### config.mk
export PLATFORM = sky130hd
export DESIGN_NAME = alu_req_scheduler_flat
export DESIGN_NICKNAME = d
export VERILOG_FILES = /design/src/rtl/alu_req_scheduler_pkg.sv /design/src/rtl/alu_req_scheduler_if.sv /design/src/rtl/alu_req_scheduler_rr_arbiter2.sv /design/src/rtl/alu_req_scheduler.sv /design/src/flat_wrapper.sv
export SDC_FILE = /design/constraint.sdc
export NUM_CORES = 1
export LEC_CHECK = 0
export BUFFER_PORTS_ARGS = -buffer_cell sky130_fd_sc_hd__buf_2
export CORE_ASPECT_RATIO = 0.8
export CORE_MARGIN = 3
export CORE_UTILIZATION = 46
export DETAILED_ROUTE_END_ITERATION = 8
export PLACE_DENSITY_LB_ADDON = 0.25
export REMOVE_ABC_BUFFERS = 1
export SLEW_MARGIN = 20
export SYNTH_ARGS = -nofsm -noshare
export SYNTH_HDL_FRONTEND = slang
export SYNTH_SLANG_ARGS = --single-unit
### constraint.sdc
create_clock -name clk -period 2.24 [get_ports clk]
set_input_delay 0 -clock clk [delete_from_list [all_inputs] [get_ports clk]]
set_output_delay 0 -clock clk [all_outputs]
set_load 0.005 [all_outputs]
### src/rtl/alu_req_scheduler_pkg.sv
// Shared types and constants for the two-requester ALU scheduler:
// FSM states, ALU op codes, response flag bit positions and the trap rule.
package alu_req_scheduler_pkg;

   typedef enum logic [1:0] {
      ST_IDLE,
      ST_EXEC,
      ST_RESP
   } state_t;

   localparam logic [3:0] OP_ADD = 4'd0;
   localparam logic [3:0] OP_SUB = 4'd1;
   localparam logic [3:0] OP_MUL = 4'd2;
   localparam logic [3:0] OP_AND = 4'd3;
   localparam logic [3:0] OP_OR  = 4'd4;
   localparam logic [3:0] OP_XOR = 4'd5;
   localparam logic [3:0] OP_MOD = 4'd6;
   localparam logic [3:0] OP_SHL = 4'd7;
   localparam logic [3:0] OP_SHR = 4'd8;
   localparam logic [3:0] OP_DIV = 4'd9;
   localparam logic [3:0] OP_EQ  = 4'd10;
   localparam logic [3:0] OP_LT  = 4'd11;
   localparam logic [3:0] OP_GT  = 4'd12;

   // rsp_flags = {zero, negative, carry, overflow, parity}
   localparam int FLAG_ZERO   = 4;
   localparam int FLAG_NEG    = 3;
   localparam int FLAG_CARRY  = 2;
   localparam int FLAG_OVF    = 1;
   localparam int FLAG_PARITY = 0;

   // Division/modulo by zero and op codes beyond the legal range never reach the ALU.
   function automatic logic is_trap(input logic [7:0] b, input logic [3:0] s, input int num_ops);
      return ((s == OP_MOD || s == OP_DIV) && b == 8'd0) || (int'(s) >= num_ops);
   endfunction

endpackage

### src/rtl/alu_req_scheduler_if.sv
// Request, ALU and response signals of the scheduler; the scheduler is the slave,
// the requesters/ALU/consumer environment is the master.
interface alu_req_scheduler_if;

   logic        req0_valid;
   logic        req0_ready;
   logic [7:0]  req0_A;
   logic [7:0]  req0_B;
   logic [3:0]  req0_S;

   logic        req1_valid;
   logic        req1_ready;
   logic [7:0]  req1_A;
   logic [7:0]  req1_B;
   logic [3:0]  req1_S;

   logic [7:0]  alu_A;
   logic [7:0]  alu_B;
   logic [3:0]  alu_S;
   logic [15:0] alu_o;
   logic        alu_zero;
   logic        alu_negative;
   logic        alu_carry;
   logic        alu_overflow;
   logic        alu_parity;

   logic        rsp_valid;
   logic        rsp_ready;
   logic        rsp_id;
   logic [15:0] rsp_o;
   logic [4:0]  rsp_flags;
   logic        rsp_err;

   modport slave (
      input  req0_valid, req0_A, req0_B, req0_S,
      input  req1_valid, req1_A, req1_B, req1_S,
      input  alu_o, alu_zero, alu_negative, alu_carry, alu_overflow, alu_parity,
      input  rsp_ready,
      output req0_ready, req1_ready,
      output alu_A, alu_B, alu_S,
      output rsp_valid, rsp_id, rsp_o, rsp_flags, rsp_err
   );

   modport master (
      output req0_valid, req0_A, req0_B, req0_S,
      output req1_valid, req1_A, req1_B, req1_S,
      output alu_o, alu_zero, alu_negative, alu_carry, alu_overflow, alu_parity,
      output rsp_ready,
      input  req0_ready, req1_ready,
      input  alu_A, alu_B, alu_S,
      input  rsp_valid, rsp_id, rsp_o, rsp_flags, rsp_err
   );

endinterface

### src/rtl/alu_req_scheduler_rr_arbiter2.sv
// Two-input round-robin arbiter: a lone requester always wins, a tie goes to
// the requester that was not granted last.
module alu_req_scheduler_rr_arbiter2 (
   input  logic valid0,
   input  logic valid1,
   input  logic last,
   output logic grant0,
   output logic grant1
);

   assign grant0 = valid0 && (!valid1 || last);
   assign grant1 = valid1 && (!valid0 || !last);

endmodule

### src/rtl/alu_req_scheduler.sv
// Shares one external combinational ALU between two requesters: round-robin
// accept, hold operands for EXEC_CYCLES, register result/flags, return on rsp.
module alu_req_scheduler
   import alu_req_scheduler_pkg::*;
#(
   parameter int EXEC_CYCLES = 1,
   parameter int NUM_OPS     = 13
) (
   input logic             clk,
   input logic             rst,
   alu_req_scheduler_if.slave bus
);

   localparam logic [3:0] LAST_CNT = 4'(EXEC_CYCLES - 1);

   state_t      state;
   logic        rr_last;
   logic [3:0]  cnt;
   logic        grant0;
   logic        grant1;
   logic        accept;
   logic        trap;
   logic [7:0]  sel_A;
   logic [7:0]  sel_B;
   logic [3:0]  sel_S;
   logic [7:0]  alu_A_q;
   logic [7:0]  alu_B_q;
   logic [3:0]  alu_S_q;
   logic        rsp_valid_q;
   logic        rsp_id_q;
   logic [15:0] rsp_o_q;
   logic [4:0]  rsp_flags_q;
   logic        rsp_err_q;

   alu_req_scheduler_rr_arbiter2 u_rr_arbiter2 (
      .valid0 (bus.req0_valid),
      .valid1 (bus.req1_valid),
      .last   (rr_last),
      .grant0 (grant0),
      .grant1 (grant1)
   );

   // Ready is gated by rst so nothing is handshaken during the reset cycle itself.
   assign bus.req0_ready = (state == ST_IDLE) && !rst && grant0;
   assign bus.req1_ready = (state == ST_IDLE) && !rst && grant1;
   assign accept         = bus.req0_ready || bus.req1_ready;

   assign sel_A = grant1 ? bus.req1_A : bus.req0_A;
   assign sel_B = grant1 ? bus.req1_B : bus.req0_B;
   assign sel_S = grant1 ? bus.req1_S : bus.req0_S;
   assign trap  = is_trap(sel_B, sel_S, NUM_OPS);

   // NOTE: every register below is written with <= so all of them update from
   // the same pre-edge values; a blocking = here would create ordering races.
   always_ff @(posedge clk) begin
      if (rst) begin
         state       <= ST_IDLE;
         rr_last     <= 1'b1;
         cnt         <= '0;
         alu_A_q     <= '0;
         alu_B_q     <= '0;
         alu_S_q     <= '0;
         rsp_valid_q <= 1'b0;
         rsp_id_q    <= 1'b0;
         rsp_o_q     <= '0;
         rsp_flags_q <= '0;
         rsp_err_q   <= 1'b0;
      end else begin
         case (state)
            ST_IDLE: begin
               if (accept) begin
                  rr_last  <= grant1;
                  rsp_id_q <= grant1;
                  if (trap) begin
                     rsp_o_q     <= '0;
                     rsp_flags_q <= '0;
                     rsp_err_q   <= 1'b1;
                     rsp_valid_q <= 1'b1;
                     state       <= ST_RESP;
                  end else begin
                     // The operand registers are the ALU input registers; they stay
                     // frozen until the next legal accept.
                     alu_A_q <= sel_A;
                     alu_B_q <= sel_B;
                     alu_S_q <= sel_S;
                     cnt     <= '0;
                     state   <= ST_EXEC;
                  end
               end
            end
            ST_EXEC: begin
               if (cnt == LAST_CNT) begin
                  rsp_o_q                  <= bus.alu_o;
                  rsp_flags_q[FLAG_ZERO]   <= bus.alu_zero;
                  rsp_flags_q[FLAG_NEG]    <= bus.alu_negative;
                  rsp_flags_q[FLAG_CARRY]  <= bus.alu_carry;
                  rsp_flags_q[FLAG_OVF]    <= bus.alu_overflow;
                  rsp_flags_q[FLAG_PARITY] <= bus.alu_parity;
                  rsp_err_q                <= 1'b0;
                  rsp_valid_q              <= 1'b1;
                  state                    <= ST_RESP;
               end else begin
                  cnt <= cnt + 4'd1;
               end
            end
            ST_RESP: begin
               if (bus.rsp_ready) begin
                  rsp_valid_q <= 1'b0;
                  state       <= ST_IDLE;
               end
            end
            default: state <= ST_IDLE;
         endcase
      end
   end

   assign bus.alu_A     = alu_A_q;
   assign bus.alu_B     = alu_B_q;
   assign bus.alu_S     = alu_S_q;
   assign bus.rsp_valid = rsp_valid_q;
   assign bus.rsp_id    = rsp_id_q;
   assign bus.rsp_o     = rsp_o_q;
   assign bus.rsp_flags = rsp_flags_q;
   assign bus.rsp_err   = rsp_err_q;

endmodule

### src/flat_wrapper.sv
// flat-port wrapper written by rule: the top's interface ports become plain ports
module alu_req_scheduler_flat import alu_req_scheduler_pkg::*;
#(
   parameter int EXEC_CYCLES = 1,
   parameter int NUM_OPS     = 13
)
  (clk, rst, bus_req0_valid, bus_req0_A, bus_req0_B, bus_req0_S, bus_req1_valid, bus_req1_A, bus_req1_B, bus_req1_S, bus_alu_o, bus_alu_zero, bus_alu_negative, bus_alu_carry, bus_alu_overflow, bus_alu_parity, bus_rsp_ready, bus_req0_ready, bus_req1_ready, bus_alu_A, bus_alu_B, bus_alu_S, bus_rsp_valid, bus_rsp_id, bus_rsp_o, bus_rsp_flags, bus_rsp_err);
  alu_req_scheduler_if bus_i ();
  input logic clk;
  input logic rst;
  input wire logic [$bits(bus_i.req0_valid)-1:0] bus_req0_valid;
  input wire logic [$bits(bus_i.req0_A)-1:0] bus_req0_A;
  input wire logic [$bits(bus_i.req0_B)-1:0] bus_req0_B;
  input wire logic [$bits(bus_i.req0_S)-1:0] bus_req0_S;
  input wire logic [$bits(bus_i.req1_valid)-1:0] bus_req1_valid;
  input wire logic [$bits(bus_i.req1_A)-1:0] bus_req1_A;
  input wire logic [$bits(bus_i.req1_B)-1:0] bus_req1_B;
  input wire logic [$bits(bus_i.req1_S)-1:0] bus_req1_S;
  input wire logic [$bits(bus_i.alu_o)-1:0] bus_alu_o;
  input wire logic [$bits(bus_i.alu_zero)-1:0] bus_alu_zero;
  input wire logic [$bits(bus_i.alu_negative)-1:0] bus_alu_negative;
  input wire logic [$bits(bus_i.alu_carry)-1:0] bus_alu_carry;
  input wire logic [$bits(bus_i.alu_overflow)-1:0] bus_alu_overflow;
  input wire logic [$bits(bus_i.alu_parity)-1:0] bus_alu_parity;
  input wire logic [$bits(bus_i.rsp_ready)-1:0] bus_rsp_ready;
  output wire logic [$bits(bus_i.req0_ready)-1:0] bus_req0_ready;
  output wire logic [$bits(bus_i.req1_ready)-1:0] bus_req1_ready;
  output wire logic [$bits(bus_i.alu_A)-1:0] bus_alu_A;
  output wire logic [$bits(bus_i.alu_B)-1:0] bus_alu_B;
  output wire logic [$bits(bus_i.alu_S)-1:0] bus_alu_S;
  output wire logic [$bits(bus_i.rsp_valid)-1:0] bus_rsp_valid;
  output wire logic [$bits(bus_i.rsp_id)-1:0] bus_rsp_id;
  output wire logic [$bits(bus_i.rsp_o)-1:0] bus_rsp_o;
  output wire logic [$bits(bus_i.rsp_flags)-1:0] bus_rsp_flags;
  output wire logic [$bits(bus_i.rsp_err)-1:0] bus_rsp_err;
  assign bus_i.req0_valid = bus_req0_valid;
  assign bus_i.req0_A = bus_req0_A;
  assign bus_i.req0_B = bus_req0_B;
  assign bus_i.req0_S = bus_req0_S;
  assign bus_i.req1_valid = bus_req1_valid;
  assign bus_i.req1_A = bus_req1_A;
  assign bus_i.req1_B = bus_req1_B;
  assign bus_i.req1_S = bus_req1_S;
  assign bus_i.alu_o = bus_alu_o;
  assign bus_i.alu_zero = bus_alu_zero;
  assign bus_i.alu_negative = bus_alu_negative;
  assign bus_i.alu_carry = bus_alu_carry;
  assign bus_i.alu_overflow = bus_alu_overflow;
  assign bus_i.alu_parity = bus_alu_parity;
  assign bus_i.rsp_ready = bus_rsp_ready;
  assign bus_req0_ready = bus_i.req0_ready;
  assign bus_req1_ready = bus_i.req1_ready;
  assign bus_alu_A = bus_i.alu_A;
  assign bus_alu_B = bus_i.alu_B;
  assign bus_alu_S = bus_i.alu_S;
  assign bus_rsp_valid = bus_i.rsp_valid;
  assign bus_rsp_id = bus_i.rsp_id;
  assign bus_rsp_o = bus_i.rsp_o;
  assign bus_rsp_flags = bus_i.rsp_flags;
  assign bus_rsp_err = bus_i.rsp_err;
  alu_req_scheduler #(.EXEC_CYCLES(EXEC_CYCLES), .NUM_OPS(NUM_OPS)) u_core (.clk(clk), .rst(rst), .bus(bus_i));
endmodule
# Word-level counts from Yosys, hierarchy flattened
# Index checks and enable logic that the tools add are counted.
# word_totals
input_bits,66
regBits,51
out_inout_bits,46
elab_cells,77
# classes
bitwise,1
n_addsub,1
n_mux,27
n_eq_ne,10
reduce_logical,26
n_lt_le_gt_ge,1
# op_table
op,count
16-bit two-way mux,3
16-bit one-hot mux with 2 select lines,1
4-bit two-way mux,4
8-bit two-way mux,2
5-bit two-way mux,3
5-bit one-hot mux with 2 select lines,1
8-bit zero test,1
2-bit two-way mux,4
4-bit one-hot mux with 2 select lines,1
4-bit AND reduction,2
1-bit logical AND,6
"2-bit by 1-bit inequality test with 1-bit output, second input constant",3
"2-bit inequality test, second input constant",3
2-bit one-hot mux with 3 select lines,1
3-bit AND reduction,2
1-bit logical OR,5
1-bit two-way mux,5
5-bit AND reduction,1
"4-bit by 1-bit adder with 4-bit output, second input constant",1
"4-bit by 3-bit equality test with 1-bit output, second input constant",1
"4-bit equality test, second input constant",1
"4-bit >= comparator, second input constant",1
1-bit zero test,4
4-bit zero test,1
other kinds (9),9

# Logic depth before layout (Yosys ltp)
# Gate-level depths: netlist (run 1).
# depth
ltp_word,11
depth_mapped,8
mapped_depth_nobuf,7

# By module
# Synthesis (run 1) repeated with hierarchy kept, for this count alone.
# unflattened
cells_unflattened,207
hier_area_um2,2159.6
# modules_own_cells
module,cells_each,n_inst,area_each_um2
alu_req_scheduler,204,1,2140.8
alu_req_scheduler_rr_arbiter2,3,1,18.8

# Least setup slack after synthesis (run 1)
# No wires, ideal clock.
# synth_timing
path_kind,flip-flop to flip-flop
from,reg u_core.cnt[0]
to,reg u_core.cnt[3]
synth_period_minus_slack_ns,1.673
setup_time_ns,0.091
t_arrival_ns,1.582
required_ns,2.149
path_stages_with_launch,9
path_slack_ns,0.567
path_cell_list,dfxtp_1 -> inv_1 -> ha_1 -> or3b_1 -> and2_1 -> clkbuf_1 -> nor2_1 -> a21oi_1 -> a311oi_1
# synth_via
elab_chain_cells,3
# synth_lines
element,line_no,source
"start, declared",alu_req_scheduler.sv:18,logic [3:0] cnt;
"start signal, assigned",alu_req_scheduler.sv:103,cnt <= cnt + 4'd1;
4-bit by 1-bit adder with 4-bit output or 4-bit zero test (tied branches),"alu_req_scheduler.sv:103, alu_req_scheduler.sv:92",
4-bit two-way mux or 2-bit inequality test (tied branches),n/a,
4-bit one-hot mux with 2 select lines or 4-bit AND reduction (tied branches),n/a,
# Several ways; a longest one is shown, not always the timed one. The select of a mux whose other input is x is not followed.
# A chain may end at the register's enable or synchronous reset.

# Worst setup path after layout (run 1)
# layout_timing
from,reg u_core.rr_last
to,"reg u_core.rsp_o_q[10], in the netlist u_core.bus.rsp_o[10]"
# layout_via
elab_chain_cells,10
# layout_lines
element,line_no,source
"start, declared",alu_req_scheduler.sv:17,logic rr_last;
"start signal, assigned",alu_req_scheduler.sv:72,rr_last <= grant1;
branches (longest 9 deep; another with 4-bit >= comparator),n/a,
4-bit AND reduction (no source line) (*),n/a,
"end signal, assigned",alu_req_scheduler.sv:93,rsp_o_q <= bus.alu_o;
"end, declared",alu_req_scheduler.sv:31,logic [15:0] rsp_o_q;
# Mark *: on every way between the ends.

==> flow_metrics.env, run 1 <==
export IMPL_drive_above_1_share_pct=38.20
export IMPL_routed_via_density=5.387
export IMPL_holdWs_ps=41.43
export IMPL_max_slew_margin_pct=72.89
export IMPL_area_delta_synth_final_pct=38.21
export IMPL_criticalPathCategory="register to register"
export IMPL_num_antenna_cells=0
export IMPL_rsz0062_at_grt="false"
export IMPL_dr_pass1_iters=4
export IMPL_arrival_ps=2000
export IMPL_dr_total_vias=2241
export IMPL_syn_inst=228
export IMPL_instances_no_fill=416
export IMPL_cts_made_buffers=5
export IMPL_max_clock_freq_ghz=0.5538
export IMPL_grt_pass1_vias=2170
export IMPL_min_to="u_core.bus.alu_A[1]$_SDFFE_PP0P_"
export IMPL_wl_met2_mm=2.892
export IMPL_holdCritPathClass="primary input to register"
export IMPL_avgSynthCellArea_um2=10.05
export IMPL_n_fill_cell=377
export IMPL_ios=112
export IMPL_setup_ws_ps=434.4
export IMPL_hold_depth=3
export IMPL_r2r_start="u_core.rr_last$_SDFFE_PP1P_"
export IMPL_fin_util_pct=67.30
export IMPL_die_area_um2=5871
export IMPL_dieWidth_um=84.92
export IMPL_cellPowerDensity_nw_per_um2=700.1
export IMPL_totalWireLength_mm=6.172
export IMPL_place_inst=387
export IMPL_hold_viol_final=0
export IMPL_critical_path_required_ps=2440
export IMPL_cts_resized=0
export IMPL_port_buffers=111
export IMPL_gp_congestion=0.7824
export IMPL_dpl_instance_area_um2=2863
export IMPL_cts_tree="yes"
export IMPL_numClockSinks=51
export IMPL_cts_root_buf="clkbuf_8"
export IMPL_ys_seq_area_share_pct=44.54
export IMPL_power_mw=2.218
export IMPL_post_route_period_util_pct=80.61
export IMPL_peakVddDrop_uv=512.9
export IMPL_ant_nets=0
export IMPL_gr_usage_all_layers_pct=20.50
export IMPL_die_y_um=69.14
export IMPL_fin_crit_ps=1806
export IMPL_r2r_end="u_core.bus.rsp_o[10]$_SDFFE_PP0P_"
export IMPL_synth_ff_type="dfxtp_1"
export IMPL_final_area_um2=3168
export IMPL_start_util_pct=48.70
export IMPL_r2r_slack_ps=430
export IMPL_htree_num_levels=2
export IMPL_clock_skew_ps=11.41
export IMPL_path_max_fanout=21
export IMPL_setup_viol=0
export IMPL_coreArea_um2=4707
export IMPL_layout_nets=423
export IMPL_overflow=0
export IMPL_crit_path_start_kind="register"
export IMPL_ys_types=35
export IMPL_total_leakage_power_nw=1.511
export IMPL_wl_met1_mm=2.796
export IMPL_highest_layer="met4"
export IMPL_clk_pin_slew_ps=100
export IMPL_antenna_found_initial=0
export IMPL_ys_ff_latch=51
export IMPL_clk_path_buf_depth=2
export IMPL_dr_first_iter_drc_count=92
export IMPL_dr_wl_met3_um=334
export IMPL_drc=0
export IMPL_synth_edf_count=0
export IMPL_hpwl_mm=4.250
export IMPL_worstSkewPairLatency_ps=300
export IMPL_syn_area_um2=2292
export IMPL_yosys_warnings=0
export IMPL_final_max_slew_viol_count=0
export IMPL_status="completed"
export IMPL_grt_max_degree=31
export IMPL_hp_start="bus_req1_A[1]"
export IMPL_worstMarginPinSlew_ps=402.9
export IMPL_drv_cap=0
export IMPL_dpl_worst_slack_ps=477.6
export IMPL_endpoint_kind="register"
export IMPL_rows=22
export IMPL_tns_ps=0
export IMPL_avgRoutedWirePerCell_um=14.84
export IMPL_ys_async_sr_fraction_pct=0
export IMPL_grt_pass1_wl_mm=10.07
export IMPL_worst_r2r_path_depth=6
## Yosys cell counts, drive strengths merged, types with 2 or more instances
cell type  number  area share [%]
o2111ai         2            0.76
a22o           21             8.0
nand2          10             1.6
dfxtp          51              45
a211oi          4             1.5
inv             5            0.82
nand2b          5             1.4
clkbuf          7             1.1
a221oi          3             2.0
mux2i          21             9.2
buf            14             4.4
nor3            3            0.65
a21oi          31             6.8
nor4            4             1.1
o21ai           5             1.1
ha              2             1.1
a311oi         21             8.3
nor2            5            0.82
and2            2            0.55
nand3           2            0.44
## timing repair
item                      4_1_cts  5_1_grt
setup buffers                   0        0
hold buffers                   21        0
hold endpoints to repair       21        0
## state kept, by name (all words and copies together) (netlist names), 2 cells and up
name,cells
u_core.bus.alu_B,8
u_core.bus.rsp_o,16
u_core.bus.alu_A,8
u_core.bus.rsp_flags,5
u_core.cnt,4
u_core.state,2
u_core.bus.alu_S,4
## final cells by class
class / count / area (µm²) / share of cell area, %
Inverter: 5 / 18.77 / 0.5924
Tap cell: 60 / 75.07 / 2.370
Multi-Input combinational cell: 151 / 1125 / 35.51
Sequential cell: 51 / 1021 / 32.23
Timing Repair Buffer: 141 / 833.3 / 26.30
Clock buffer: 5 / 68.82 / 2.172
Clock inverter: 3 / 26.28 / 0.8294
## worst max path at each step
| stage | startpoint | endpoint | depth (start not counted) |
|---|---|---|---|
| global placement | u_core.rr_last$_SDFFE_PP1P_ | u_core.bus.rsp_o[6]$_SDFFE_PP0P_ | 6 |
| floorplan | u_core.state[0]$_SDFFE_PP0P_ | u_core.bus.rsp_flags[0]$_SDFFE_PP0P_ | 4 |
| global route | u_core.rr_last$_SDFFE_PP1P_ | u_core.bus.rsp_o[15]$_SDFFE_PP0P_ | 6 |
| CTS | u_core.rr_last$_SDFFE_PP1P_ | u_core.bus.rsp_o[12]$_SDFFE_PP0P_ | 6 |
| finish | u_core.rr_last$_SDFFE_PP1P_ | u_core.bus.rsp_o[10]$_SDFFE_PP0P_ | 6 |
| detailed placement | u_core.rr_last$_SDFFE_PP1P_ | u_core.bus.rsp_o[13]$_SDFFE_PP0P_ | 6 |
## cells in the final DEF, fill, tap and decap left out, types with 4 or more instances in the layout
| cell type | n |
|---|---|
| nand2b_1 | 5 |
| dlygate4sd3_1 | 21 |
| mux2i_1 | 21 |
| clkbuf_8 | 5 |
| inv_1 | 5 |
| nor4_1 | 4 |
| buf_2 | 111 |
| o21ai_0 | 5 |
| a22o_1 | 21 |
| a311oi_1 | 20 |
| buf_4 | 9 |
| dfxtp_1 | 51 |
| a21oi_1 | 31 |
| nand2_1 | 10 |
| nor2_1 | 5 |
## worst max-delay path: stages (launching register included)
cell and delay (ps):
dfxtp_1 400, a21bo_2 210, o2111ai_1 180, a211oi_2 380, a221oi_2 120, buf_4 220, a22o_1 200
## routing by layer
| metal | GRT usage [%] | vias up |
|---|---|---|
| li1 | - | 1141 |
| met1 | 27.23 | 1018 |
| met2 | 32.84 | 68 |
| met3 | 4.659 | 14 |
| met4 | 6.854 | 0 |
| met5 | 0 | - |
## power by group
group	leakage, nW	internal [mW]	switching, mW
sequential	0.417	1.01	0.0662
clock	0.0491	0.230	0.325
combinational	1.04	0.292	0.291
total	1.51	1.54	0.683
## cell families (layout without fill, tap and decap cells)
family                     Yosys count  count (layout)  share of synthesized area [%]
AOI/OAI and AO/OA                   94              94                          31.22
adders and majority gates            2               2                          1.092
buffers and inverters               26             154                          6.386
DFF                                 51              51                          44.54
muxes                               21              21                          9.170
and+or+nand+nor                     34              34                          7.587
No activity file was read; power rests on OpenSTA's default activity.
==> inputs of run 2 (changes only) <==
ABC_AREA = 1   (was unset)
CORE_UTILIZATION = 48   (was 46)
clock period = 1.9 ns   (was 2.24 ns; I/O delays follow)
==> run 2 against run 1 <==
Compared with the run above: the run now ends with negative setup slack left; cell count is 35% higher; critical path depth is 8 higher; fmax is 5.1% lower; area after synthesis is 16% higher; total power is 26% higher; highest routed layer unchanged; clock skew is 5.7 ps lower; sequential cell count stayed put.
==> flow_metrics.env, run 2 <==
export IMPL_status="complete, but fails checks"
export IMPL_violations="negative setup slack"
export IMPL_die_y_um=72.57
export IMPL_grt_pass1_vias=2404
export IMPL_crit_chain="nand2_4 -> buf_6 -> nand3b_1 -> nand2_1 -> nand2_1 -> nor2_1 -> nand2_1 -> nand2_2 -> nand2_2 -> nand3_4 -> clkbuf_16 -> nand2_2 -> o21ai_1 -> and2_1"
export IMPL_cts_root_buf="clkbuf_8"
export IMPL_worst_r2r_path_depth=14
export IMPL_clk_path_buf_depth=2
export IMPL_drc=0
export IMPL_p_comb_share_pct=33.3
export IMPL_coreArea_um2=5180
export IMPL_num_antenna_cells=0
export IMPL_synth_top_cell_area_share_pct=38.40
export IMPL_holdCritPathClass="primary input to register"
export IMPL_setup_ws_ps=-1.770
export IMPL_overflow=0
export IMPL_final_common_cell="buf_2"
export IMPL_clock_skew_ps=5.694
export IMPL_rsz0062_at_grt="true"
export IMPL_clk_pin_slew_ps=90
export IMPL_ios=112
export IMPL_start_util_pct=51.33
export IMPL_worstSetupStartpoint="u_core.rr_last$_SDFFE_PP1P_"
export IMPL_setup_viol=1
export IMPL_fin_crit_ps=1902
export IMPL_drv_cap=0
export IMPL_dr_pass1_iters=4
export IMPL_dr_first_iter_drc_count=110
export IMPL_cts_tree="yes"
export IMPL_numClockSinks=51
export IMPL_gr_usage_all_layers_pct=19.94
export IMPL_ys_types=33
export IMPL_peakVddDrop_uv=440.6
export IMPL_synth_ff_type="dfxtp_1"
export IMPL_grt_max_degree=30
export IMPL_path_max_fanout=7
export IMPL_max_clock_freq_ghz=0.5258
export IMPL_ys_ff_latch=51
export IMPL_synth_edf_count=0
export IMPL_worstMarginPinSlew_ps=356.1
export IMPL_syn_inst=382
export IMPL_avgSynthCellArea_um2=6.960
export IMPL_layout_nets=568
export IMPL_p_int_mw=1.859
export IMPL_fin_util_pct=69.52
export IMPL_antenna_found_initial=0
export IMPL_ys_async_sr_fraction_pct=0
export IMPL_dieWidth_um=89.21
export IMPL_yosys_warnings=0
export IMPL_worstSkewPairLatency_ps=310
export IMPL_hold_viol_final=0
export IMPL_final_max_slew_viol_count=0
export IMPL_post_route_period_util_pct=100.1
export IMPL_netlist_top_cells_area="dfxtp_1 (38%), nand2_1 (17%), nor2_1 (5.9%), inv_1 (4.9%), nand3_1 (4.7%)"
export IMPL_hpwl_mm=4.800
export IMPL_r2r_end="u_core.bus.alu_B[0]$_SDFFE_PP0P_"
export IMPL_cts_made_buffers=5
export IMPL_min_to="u_core.state[1]$_SDFFE_PP0P_"
export IMPL_die_area_um2=6474
export IMPL_criticalPathCategory="register to register"
export IMPL_total_leakage_power_nw=1.848
export IMPL_critical_path_required_ps=2110
export IMPL_p_switching_uw=946.3
export IMPL_synth_area_leader_cell="dfxtp_1"
export IMPL_crit_slowest_cell="dfxtp_2"
export IMPL_totalWireLength_mm=6.983
export IMPL_hold_depth=4
export IMPL_final_cell_mix="buf_2 (111), nand2_1 (108), dfxtp_1 (50)"
export IMPL_cpPeakStageDelay_ps=360
export IMPL_r2r_slack_ps=-2
export IMPL_switching_share_pct=33.73
export IMPL_power_frac_seq_pct=44.2
export IMPL_n_fill_cell=462
export IMPL_dr_total_vias=2725
export IMPL_largest_reg_flops=16
export IMPL_hp_start="bus_rsp_ready"
export IMPL_clkPwrFrac_pct=22.5
export IMPL_htree_num_levels=2
export IMPL_ys_seq_area_share_pct=38.40
export IMPL_r2r_start="u_core.rr_last$_SDFFE_PP1P_"
export IMPL_yosys_top_cells_count="nand2_1 (118), dfxtp_1 (51), nor2_1 (42)"
export IMPL_max_slew_margin_pct=76.24
export IMPL_area_delta_synth_final_pct=35.44
export IMPL_endpoint_kind="register"
export IMPL_synth_most_common_cell="nand2_1"
export IMPL_port_buffers=111
export IMPL_grt_pass1_wl_mm=10.36
export IMPL_avgRoutedWirePerCell_um=12.40
export IMPL_ant_nets=0
export IMPL_arrival_ps=2110
export IMPL_power_mw=2.806
export IMPL_holdWs_ps=28.42
export IMPL_syn_area_um2=2659
export IMPL_cellPowerDensity_nw_per_um2=779.1
export IMPL_crit_path_start_kind="register"
export IMPL_rows=23
export IMPL_drive_above_1_share_pct=37.92
export IMPL_routed_via_density=4.840
export IMPL_tns_ps=-1.770
export IMPL_gp_congestion=0.7768
run 2: cell type report:
cell class,count,area (µm²),area share [%]
timing repair inverter,1,7.507,0.2085
clock inverter,3,20.02,0.5559
multi-input combinational,275,1459,40.51
inverter,37,155.1,4.309
tap,62,77.57,2.154
clock buffer,5,68.82,1.911
sequential,51,1022,28.39
timing repair buffer,129,790.8,21.96
run 2: worst max path at each step:
| stage | endpoint | slack (ps) |
|---|---|---|
| 2_1_floorplan | u_core.bus.rsp_flags[0]$_SDFFE_PP0P_ | -140 |
| 5_1_grt | u_core.bus.alu_S[3]$_SDFFE_PP0P_ | -130 |
| 4_1_cts | u_core.bus.alu_A[0]$_SDFFE_PP0P_ | 20 |
| 3_3_place_gp | u_core.bus.rsp_flags[3]$_SDFFE_PP0P_ | 100 |
| 6_report | u_core.bus.alu_B[0]$_SDFFE_PP0P_ | -2 |
| 3_5_place_dp | u_core.bus.alu_A[0]$_SDFFE_PP0P_ | 40 |
run 2: routing by layer:
metal | wire length (µm) | part of all wire [%] | GRT usage, %
met1 | 3103 | 44 | 24.74
met2 | 3445 | 49 | 34.34
met3 | 360 | 5.2 | 4.176
met4 | 74 | 1.1 | 6.446
met5 | 0 | 0 | 0
run 2: power by group through the flow:
| stage | Clock (mW) | Combinational, mW | Sequential [mW] |
|---|---|---|---|
| 2_1_floorplan | 0 | 0.440 | 1.26 |
| 3_3_place_gp | 0 | 0.775 | 1.26 |
| 3_5_place_dp | 0 | 0.786 | 1.26 |
| 4_1_cts | 0.654 | 0.791 | 1.23 |
| 5_1_grt | 0.688 | 1.04 | 1.25 |
| 6_report | 0.630 | 0.935 | 1.24 |
run 2: worst max-delay path, delay by kind of cell (launching register included):
kind	cells	cell delay, ps
and+or+nand+nor	11	1030
buffers and inverters	2	370
DFF	1	360
AOI/OAI and AO/OA	1	50
run 2: what timing repair did:
item	in CTS	in global routing
endpoints found under the hold margin	1	0
buffers inserted	0	4
resized for setup	0	38
hold buffers	1	0
endpoints found under the setup margin	0	46
run 2: per-stage QoR:
step / area (µm²) / instances / worst slack, ps
floorplan: 2529 / 363 / -141.2
global placement: 3267 / 545 / 102.4
detailed placement: 3267 / 545 / 37.79
CTS: 3366 / 554 / 19.16
global route: 3601 / 563 / -129.3
finish: 3601 / 563 / -1.770
run 2: cell families (layout without fill, tap and decap cells):
group | count (synthesis) | in the layout | share of synthesized area, %
AO/OA/AOI/OAI | 36 | 36 | 7.247
adder cells (fa/ha/maj) | 2 | 2 | 0.9410
buffers and inverters | 56 | 175 | 10.21
flip-flops | 51 | 51 | 38.40
multiplexers | 8 | 8 | 3.388
AND/OR/NAND/NOR | 229 | 229 | 39.81
